`src/rtl/clock_pkg.sv`:
```
// Shared constants and types for the alarm-clock status report path.
// Byte values are ASCII; digit positions are counted from the frame start.
package clock_pkg;

    localparam int FRAME_LEN = 15;

    localparam logic [7:0] ZERO  = 8'h30;
    localparam logic [7:0] COLON = 8'h3A;
    localparam logic [7:0] SPACE = 8'h20;
    localparam logic [7:0] CR    = 8'h0D;
    localparam logic [7:0] LF    = 8'h0A;
    localparam logic [7:0] QMARK = 8'h3F;
    localparam logic [7:0] CH_T  = 8'h54;
    localparam logic [7:0] CH_a  = 8'h61;
    localparam logic [7:0] DOT   = 8'h2E;

    typedef enum logic [1:0] {ST_IDLE, ST_ARMED, ST_TRIG} alarm_st_e;

    typedef enum logic [1:0] {S_IDLE, S_SEND, S_DONE} fsm_state_e;

    // Triggered outranks armed; idle and "no flag" share the fallback.
    function automatic alarm_st_e alarm_status(input logic idle, input logic armed,
                                               input logic trig);
        alarm_st_e st;
        if (trig)       st = ST_TRIG;
        else if (armed) st = ST_ARMED;
        else if (idle)  st = ST_IDLE;
        else            st = ST_IDLE;
        return st;
    endfunction

    function automatic logic [7:0] status_char(input alarm_st_e st);
        logic [7:0] c;
        case (st)
            ST_TRIG:  c = CH_T;
            ST_ARMED: c = CH_a;
            default:  c = DOT;
        endcase
        return c;
    endfunction

endpackage

```
`src/rtl/bcd_to_ascii.sv`:
```
// One BCD digit to its ASCII character; non-decimal codes print as '?'.
module bcd_to_ascii
    import clock_pkg::*;
(
    input  logic [3:0] bcd,
    output logic [7:0] ascii
);

    assign ascii = (bcd <= 4'd9) ? (ZERO + {4'd0, bcd}) : QMARK;

endmodule

```
`src/rtl/clock_report_tx.sv`:
```
// Streams a snapshot of time, alarm and alarm state as a 15-byte ASCII frame
// over a valid/ready byte interface. All outputs come straight from flops.
module clock_report_tx
    import clock_pkg::*;
(
    input  logic       clk,
    input  logic       rst,
    input  logic       go,
    input  logic [3:0] di_Mtens,
    input  logic [3:0] di_Mones,
    input  logic [3:0] di_Stens,
    input  logic [3:0] di_Sones,
    input  logic [3:0] di_AMtens,
    input  logic [3:0] di_AMones,
    input  logic [3:0] di_AStens,
    input  logic [3:0] di_ASones,
    input  logic       alarm_idle,
    input  logic       alarm_armed,
    input  logic       alarm_trig,
    input  logic       tx_ready,
    output logic       tx_valid,
    output logic [7:0] tx_data,
    output logic       busy,
    output logic       frame_done
);

    localparam logic [3:0] LAST_IDX = 4'(FRAME_LEN - 1);

    fsm_state_e      state, state_nxt;
    logic [3:0]      idx, idx_nxt;
    logic            pending, pending_nxt;
    logic            load;

    logic [7:0][3:0] snap_dig, live_dig, src_dig;
    alarm_st_e       snap_st, live_st, src_st;

    logic [3:0]      dig_sel;
    logic [7:0]      dig_ascii;
    logic [7:0]      byte_nxt;

    // Digit slot 0 is the leftmost character of the frame.
    assign live_dig = {di_ASones, di_AStens, di_AMones, di_AMtens,
                       di_Sones,  di_Stens,  di_Mones,  di_Mtens};
    assign live_st  = alarm_status(alarm_idle, alarm_armed, alarm_trig);

    // On a load cycle the outgoing byte must already reflect the new snapshot.
    assign src_dig = load ? live_dig : snap_dig;
    assign src_st  = load ? live_st  : snap_st;

    always_comb begin
        state_nxt   = state;
        idx_nxt     = idx;
        pending_nxt = pending;
        load        = 1'b0;
        case (state)
            S_IDLE: begin
                pending_nxt = 1'b0;
                if (go) begin
                    load      = 1'b1;
                    idx_nxt   = 4'd0;
                    state_nxt = S_SEND;
                end
            end
            S_SEND: begin
                if (go)
                    pending_nxt = 1'b1;
                if (tx_valid && tx_ready) begin
                    if (idx < LAST_IDX) idx_nxt   = idx + 4'd1;
                    else                state_nxt = S_DONE;
                end
            end
            S_DONE: begin
                idx_nxt     = 4'd0;
                pending_nxt = 1'b0;
                // A go landing in DONE is folded into the same reload.
                if (pending || go) begin
                    load      = 1'b1;
                    state_nxt = S_SEND;
                end else begin
                    state_nxt = S_IDLE;
                end
            end
            default: state_nxt = S_IDLE;
        endcase
    end

    always_comb begin
        dig_sel = 4'd0;
        case (idx_nxt)
            4'd0:  dig_sel = src_dig[0];
            4'd1:  dig_sel = src_dig[1];
            4'd3:  dig_sel = src_dig[2];
            4'd4:  dig_sel = src_dig[3];
            4'd6:  dig_sel = src_dig[4];
            4'd7:  dig_sel = src_dig[5];
            4'd9:  dig_sel = src_dig[6];
            4'd10: dig_sel = src_dig[7];
            default: dig_sel = 4'd0;
        endcase
    end

    bcd_to_ascii u_digit (
        .bcd   (dig_sel),
        .ascii (dig_ascii)
    );

    always_comb begin
        byte_nxt = dig_ascii;
        case (idx_nxt)
            4'd2, 4'd8:  byte_nxt = COLON;
            4'd5, 4'd11: byte_nxt = SPACE;
            4'd12:       byte_nxt = status_char(src_st);
            4'd13:       byte_nxt = CR;
            4'd14:       byte_nxt = LF;
            default:     byte_nxt = dig_ascii;
        endcase
    end

    always_ff @(posedge clk) begin
        if (rst) begin
            state      <= S_IDLE;
            idx        <= 4'd0;
            pending    <= 1'b0;
            snap_dig   <= '0;
            snap_st    <= ST_IDLE;
            tx_valid   <= 1'b0;
            tx_data    <= 8'h00;
            busy       <= 1'b0;
            frame_done <= 1'b0;
        end else begin
            state      <= state_nxt;
            idx        <= idx_nxt;
            pending    <= pending_nxt;
            if (load) begin
                snap_dig <= live_dig;
                snap_st  <= live_st;
            end
            tx_valid   <= (state_nxt == S_SEND);
            tx_data    <= (state_nxt == S_SEND) ? byte_nxt : 8'h00;
            busy       <= (state_nxt != S_IDLE);
            frame_done <= (state_nxt == S_DONE);
        end
    end

endmodule

```
`config.mk`:
```
export PLATFORM = sky130hd
export DESIGN_NAME = clock_report_tx
export DESIGN_NICKNAME = d
export VERILOG_FILES = /design/src/rtl/clock_pkg.sv /design/src/rtl/bcd_to_ascii.sv /design/src/rtl/clock_report_tx.sv
export SDC_FILE = /design/constraint.sdc
export NUM_CORES = 1
export LEC_CHECK = 0
export ABC_CLOCK_PERIOD_IN_PS = 5500
export CORE_ASPECT_RATIO = 1.25
export CORE_UTILIZATION = 54
export CTS_CLUSTER_DIAMETER = 100
export CTS_CLUSTER_SIZE = 24
export DETAILED_ROUTE_END_ITERATION = 12
export PLACE_DENSITY = 0.84
export SYNTH_ARGS = -nofsm -noshare
export SYNTH_HDL_FRONTEND = slang
export SYNTH_SLANG_ARGS = --single-unit
```
`constraint.sdc`:
```
create_clock -name clk -period 5.5 [get_ports clk]
set_input_delay 1.1 -clock clk [delete_from_list [all_inputs] [get_ports clk]]
set_output_delay 1.1 -clock clk [all_outputs]
set_load 0.03 [all_outputs]
```
Yosys cells after proc, flatten, opt, wreduce, memory -nomap -nowiden
Index checks and enable logic that the tools add are counted.
{"block": "totals", "reg_bits": 52, "in_bits": 39, "output_inout_bits": 11, "elab_cells": 75}
{"block": "classes", "n_addsub": 2, "order_cmp": 2, "n_eq_ne": 21, "mux": 22, "bitwise_logic": 1, "reduce_logical": 11}
{"cell": "$pmux W8 S5", "n": 1}
{"cell": "$mux W32", "n": 1}
{"cell": "$pmux W4 S8", "n": 1}
{"cell": "$eq A4 B4 Y1 const B", "n": 7}
{"cell": "$eq A4 B3 Y1 const B", "n": 4}
{"cell": "$pmux W7 S2", "n": 1}
{"cell": "$mux W4", "n": 3}
{"cell": "$pmux W4 S3", "n": 1}
{"cell": "$mux W2", "n": 5}
{"cell": "$eq A4 B2 Y1 const B", "n": 2}
{"cell": "$mux W8", "n": 1}
{"cell": "$reduce_or A2 Y1", "n": 4}
{"cell": "$add A6 B4 Y7 const A", "n": 1}
{"cell": "$eq A2 B1 Y1 const B", "n": 3}
{"cell": "$eq A2 B2 Y1 const B", "n": 3}
{"cell": "$pmux W2 S3", "n": 1}
{"cell": "$mux W1", "n": 5}
{"cell": "$add A4 B1 Y4 const B", "n": 1}
{"cell": "$eq A4 B1 Y1 const B", "n": 1}
{"cell": "$le A4 B4 Y1 const B", "n": 1}
{"cell": "$logic_not A4 Y1", "n": 1}
{"cell": "$lt A4 B4 Y1 const B", "n": 1}
{"cell": "$pmux W1 S2", "n": 2}
{"cell": "$reduce_bool A2 Y1", "n": 2}
{"cell": "other kinds (6)", "n": 6}

Longest topological paths before layout
{"block": "logic_depth", "word_depth": 9, "depth_mapped": 12, "ltp_nobuf": 9}

Cells and area by module
From an unflattened synthesis, not the netlist that was laid out.
{"block": "hier_totals", "cells_unflattened": 321, "hier_area_um2": 2813.9}
{"module": "clock_report_tx", "n_inst": 1, "cells_each": 310, "area_per_inst_um2": 2746.4, "seq_area_each_um2": 1041.0}
{"module": "bcd_to_ascii", "n_inst": 1, "cells_each": 11, "area_per_inst_um2": 67.6, "seq_area_each_um2": 0.0}

Worst setup path after synthesis
OpenSTA, ideal clock, no wires.
{"block": "synth_timing", "path_type": "in2reg", "from": "input port go", "to": "register tx_data[3]", "setup_time_ns": 0.137, "t_arrival_ns": 3.150, "required_ns": 5.363, "path_slack_ns": 2.213, "cell_stages": 12, "n_path_buf": 3, "cell_sequence": "a21oi_1 or2_1 buf_2 buf_2 buf_2 mux2i_1 inv_1 ha_1 o21ai_0 nand2_1 o2111ai_1 a31oi_1"}
{"block": "synth_between", "elab_cells_between_ends": 39, "cone_classes": "add/sub (1); order compare (1); eq/ne (17); mux (14); bitwise (1); reduce/logical (5)"}
{"element": "from (decl)", "line_no": "clock_report_tx.sv:8", "text": "input logic go,"}
{"element": "$logic_or A1 B1 Y1", "line_no": "clock_report_tx.sv:76", "text": "if (pending || go) begin"}
{"element": "$mux W1", "line_no": "clock_report_tx.sv:76"}
{"element": "$pmux W1 S2 (*)", "line_no": "clock_report_tx.sv:55", "text": "case (state)"}
{"element": "$mux W2 (*)"}
{"element": "named net src_st[1]", "line_no": "clock_report_tx.sv:35", "text": "alarm_st_e snap_st, live_st, src_st;"}
{"element": "$eq A2 B1 Y1 or $eq A2 B2 Y1 (tied branches)", "line_no": "clock_pkg.sv:34", "text": "case (st)"}
{"element": "$pmux W7 S2 (*)", "line_no": "clock_pkg.sv:34"}
{"element": "$pmux W8 S5 (*)", "line_no": "clock_report_tx.sv:109", "text": "case (idx_nxt)"}
{"element": "to (signal assigned)", "line_no": "clock_report_tx.sv:139", "text": "tx_data <= (state_nxt == S_SEND) ? byte_nxt : 8'h00;"}
{"element": "to (decl)", "line_no": "clock_report_tx.sv:22", "text": "output logic [7:0] tx_data,"}
The timed path passes the listed nets; every way through them passes the cells marked *.
A chain may end at the register's enable or synchronous reset.

Worst setup path in the final report
{"block": "layout_timing", "from": "input port tx_ready", "to": "register tx_data[0]"}
{"block": "layout_between", "elab_chain_cells": 8, "elab_cells_between_ends": 30, "cone_classes": "add/sub (1); order compare (1); eq/ne (15); mux (7); bitwise (1); reduce/logical (5)"}
{"element": "from (decl)", "line_no": "clock_report_tx.sv:20", "text": "input logic tx_ready,"}
{"element": "$logic_and A1 B1 Y1 (*)", "line_no": "clock_report_tx.sv:67", "text": "if (tx_valid && tx_ready) begin"}
{"element": "$mux W4", "line_no": "clock_report_tx.sv:67"}
{"element": "$pmux W4 S3", "line_no": "clock_report_tx.sv:55"}
{"element": "$eq A4 B4 Y1, or another cell as far along", "line_no": "clock_report_tx.sv:89", "text": "case (idx_nxt)"}
{"element": "$pmux W4 S8", "line_no": "clock_report_tx.sv:89"}
{"element": "$add A6 B4 Y7 or $le A4 B4 Y1 (tied branches)", "line_no": "bcd_to_ascii.sv:9", "text": "assign ascii = (bcd <= 4'd9) ? (ZERO + {4'd0, bcd}) : QMARK;"}
{"element": "$mux W8", "line_no": "bcd_to_ascii.sv:9"}
{"element": "$pmux W8 S5", "line_no": "clock_report_tx.sv:109"}
Every way passes the cells marked *; elsewhere a longest branch is shown, timed or not.

==> run metrics <==
Initial Util=57.4%; final non-filler cell area=2980 µm²; drt initial violations=146; clk_lat worst skew=0.30 ns; CTS Buf Count=5; Synth Instances=269; FFs w/ async S/R, synth=0%; die area=4700 µm²; max-cap check violation count=0; post-route ant nets=0; CTS Hold Buffers Added=0; initial antenna violation count=0; # resized after CTS=0; min Tclk post-route=3.62 ns; IO Port Bufs=47; Worst setup EP type=flop; Post-Place Cells=360; pin count of the biggest net entering global routing=43; CTS tree=done; WHS=0.463 ns; TritonRoute pass-1 iters=4; Final Hold Vio Count=0; Setup Viol. Count Final=0; Yosys cell types=54; Final Net Count=355; Mapped Avg Cell Area=8.89 µm²; PnR worst setup slack=1.88 ns; fin cells=368; Peak Freq=276 MHz; clk slew on worst S/H paths=0.09 ns; Synth-to-Final Area Change=24.6%; vias in the first global route=2016; n_diodes=0; post-synth top area cell=dfxtp_1; post-CTS setup buffer count=0; CP Launch Type=input port; Remaining DRCs=0; Synth area leaders=dfxtp_1 43%, mux2i_1 8.4%, nor2_1 4.9%; fin crit share=65.8%; FF/Latch Area=1020 µm²; clock sink count=51; GR Util All Layers=25.5%; Layout Skew=0.00387 ns; Setup Total Neg Slack=0 ns; Yosys top cell area share=42.7%; commonest cells in the netlist=51 x dfxtp_1, 31 x nor2_1, 27 x nand2_1, 20 x mux2i_1, 17 x a21oi_1; DP Worst Slack=1.58 ns; global-route wire length before repair=9060 µm; Clock Path Buffers=2; most frequent cell after synthesis=dfxtp_1; vias=2135; row cnt=26; critical-path maximum fanout=9; register area share after synthesis=42.7%; width of the die=61.5 µm; routability congestion estimate=0.832; status=finished, final reports clean; RSZ-0062 raised after global routing=no; WL/cell=15.0 µm; ys flop type=dfxtp_1; peak supply drop=0.000194 V; DP HPWL=3920 µm; Critical Path RT=5.70 ns; Area after DPL=2880 µm²; IO Pins=50; WS Path Type=input port to flop; share of cells above drive strength 1=7.37%; Syn Nets=313; Hold/Removal Path Class=flop to flop; Worst-Margin Slew=0.795 ns; arrival time at the worst endpoint=3.82 ns; YS warnings=0; H-tree levels=2; Detailed Route WL=5530 µm; Filler cells=339; Overflow after GRT=0; Die Ht=76.4 µm; Via density=5.80; final slew viol count=0; CORE AREA=4160 µm²; mapped cell area=2390 µm²; Worst slew margin=47.0%; Power Density=256 nW/µm²; leakage power=0.00123 µW; Yosys reg bits=51; number of synthesized flops with an enable pin=0; CTS root buf=clkbuf_8; area of the multi-input gates=1260 µm²
[metal layers]
metal	up-vias	global-route usage [%]	routed length [µm]
li1	1040	-	-
met1	1018	31.7	2340
met2	63	41.7	2790
met3	14	5.26	257
met4	0	10.0	145
met5	-	0	0
[state kept, by name, indices dropped and copies added (netlist names)]
name / count
frame_done: 1
busy: 1
snap_dig: 32
tx_data: 7
snap_st: 2
idx: 4
state: 2
tx_valid: 1
pending: 1
[stage by stage]
| step | power (µW) | util [%] |
|---|---|---|
| 3_3_place_gp | 534 | 69.2 |
| 4_1_cts | 767 | 71.6 |
| 6_report | 764 | 71.6 |
| 2_1_floorplan | 486 | - |
| 5_1_grt | 795 | 71.6 |
| 3_5_place_dp | 538 | 69.2 |
[worst paths after layout]
path           startpoint            to  slack [ns]  depth (start not counted)
min          snap_dig[21]  snap_dig[21]        0.46                          2
max reg2reg      state[0]    tx_data[0]        2.75                          8
min reg2reg  snap_dig[21]  snap_dig[21]        0.46                          2
max              tx_ready    tx_data[0]        1.88                          9
[cell families after synthesis]
kind of cell | Yosys count | synth area share, %
adders and majority gates | 5 | 2.62
buffers and inverters | 24 | 4.66
other | 1 | 0.157
AOI/OAI and AO/OA | 63 | 18.8
DFF | 51 | 42.7
and+or+nand+nor | 100 | 20.4
xor gates and xnor gates | 1 | 0.366
muxes | 24 | 10.3
[critical path: stages]
cell             delay [ns]
clkdlybuf4s50_1        0.50
and4b_1                0.40
nor2_1                 0.07
a22oi_1                0.66
o211ai_1               0.19
a2bb2oi_1              0.17
o21ai_0                0.39
a21oi_1                0.15
o21a_1                 0.18
[cell type report]
| type | count | share of cell area [%] |
|---|---|---|
| Timing Repair Buffer | 51 | 16.8 |
| Tap cell | 56 | 2.35 |
| Sequential cell | 51 | 34.3 |
| Inverter | 8 | 1.01 |
| Multi-Input combinational cell | 194 | 42.2 |
| Clock buffer | 8 | 3.36 |
[layout by cell type, fill, tap and decap left out, types with 2 or more instances in the layout]
master and instances:
nand2_1 27, clkdlybuf4s50_1 47, a31oi_1 5, nand3_1 9, buf_4 4, a2bb2oi_1 3, or3_1 3, mux2i_1 20
ha_1 5, nor2_1 31, o21ai_0 6, dfxtp_1 51, a221oi_1 3, o21a_1 2, inv_1 8, and3_1 2
a21oi_1 17, o21ai_1 2, o211a_1 2, or2_1 4, clkbuf_8 7, nor3b_1 3, o221ai_1 2, mux2_2 4
nor2b_1 5, and2_1 3, o2111ai_1 2, o211ai_1 2, nor3_1 5, o32ai_1 3, a21o_1 2
[power breakdown]
part / switching, µW / internal (µW) / leakage (µW)
clock network: 120 / 115 / 0.0000515
registers: 7.23 / 390 / 0.000418
logic: 67.4 / 64.8 / 0.000756
total: 194 / 570 / 0.00123
Power figures use the tool's default switching activity.
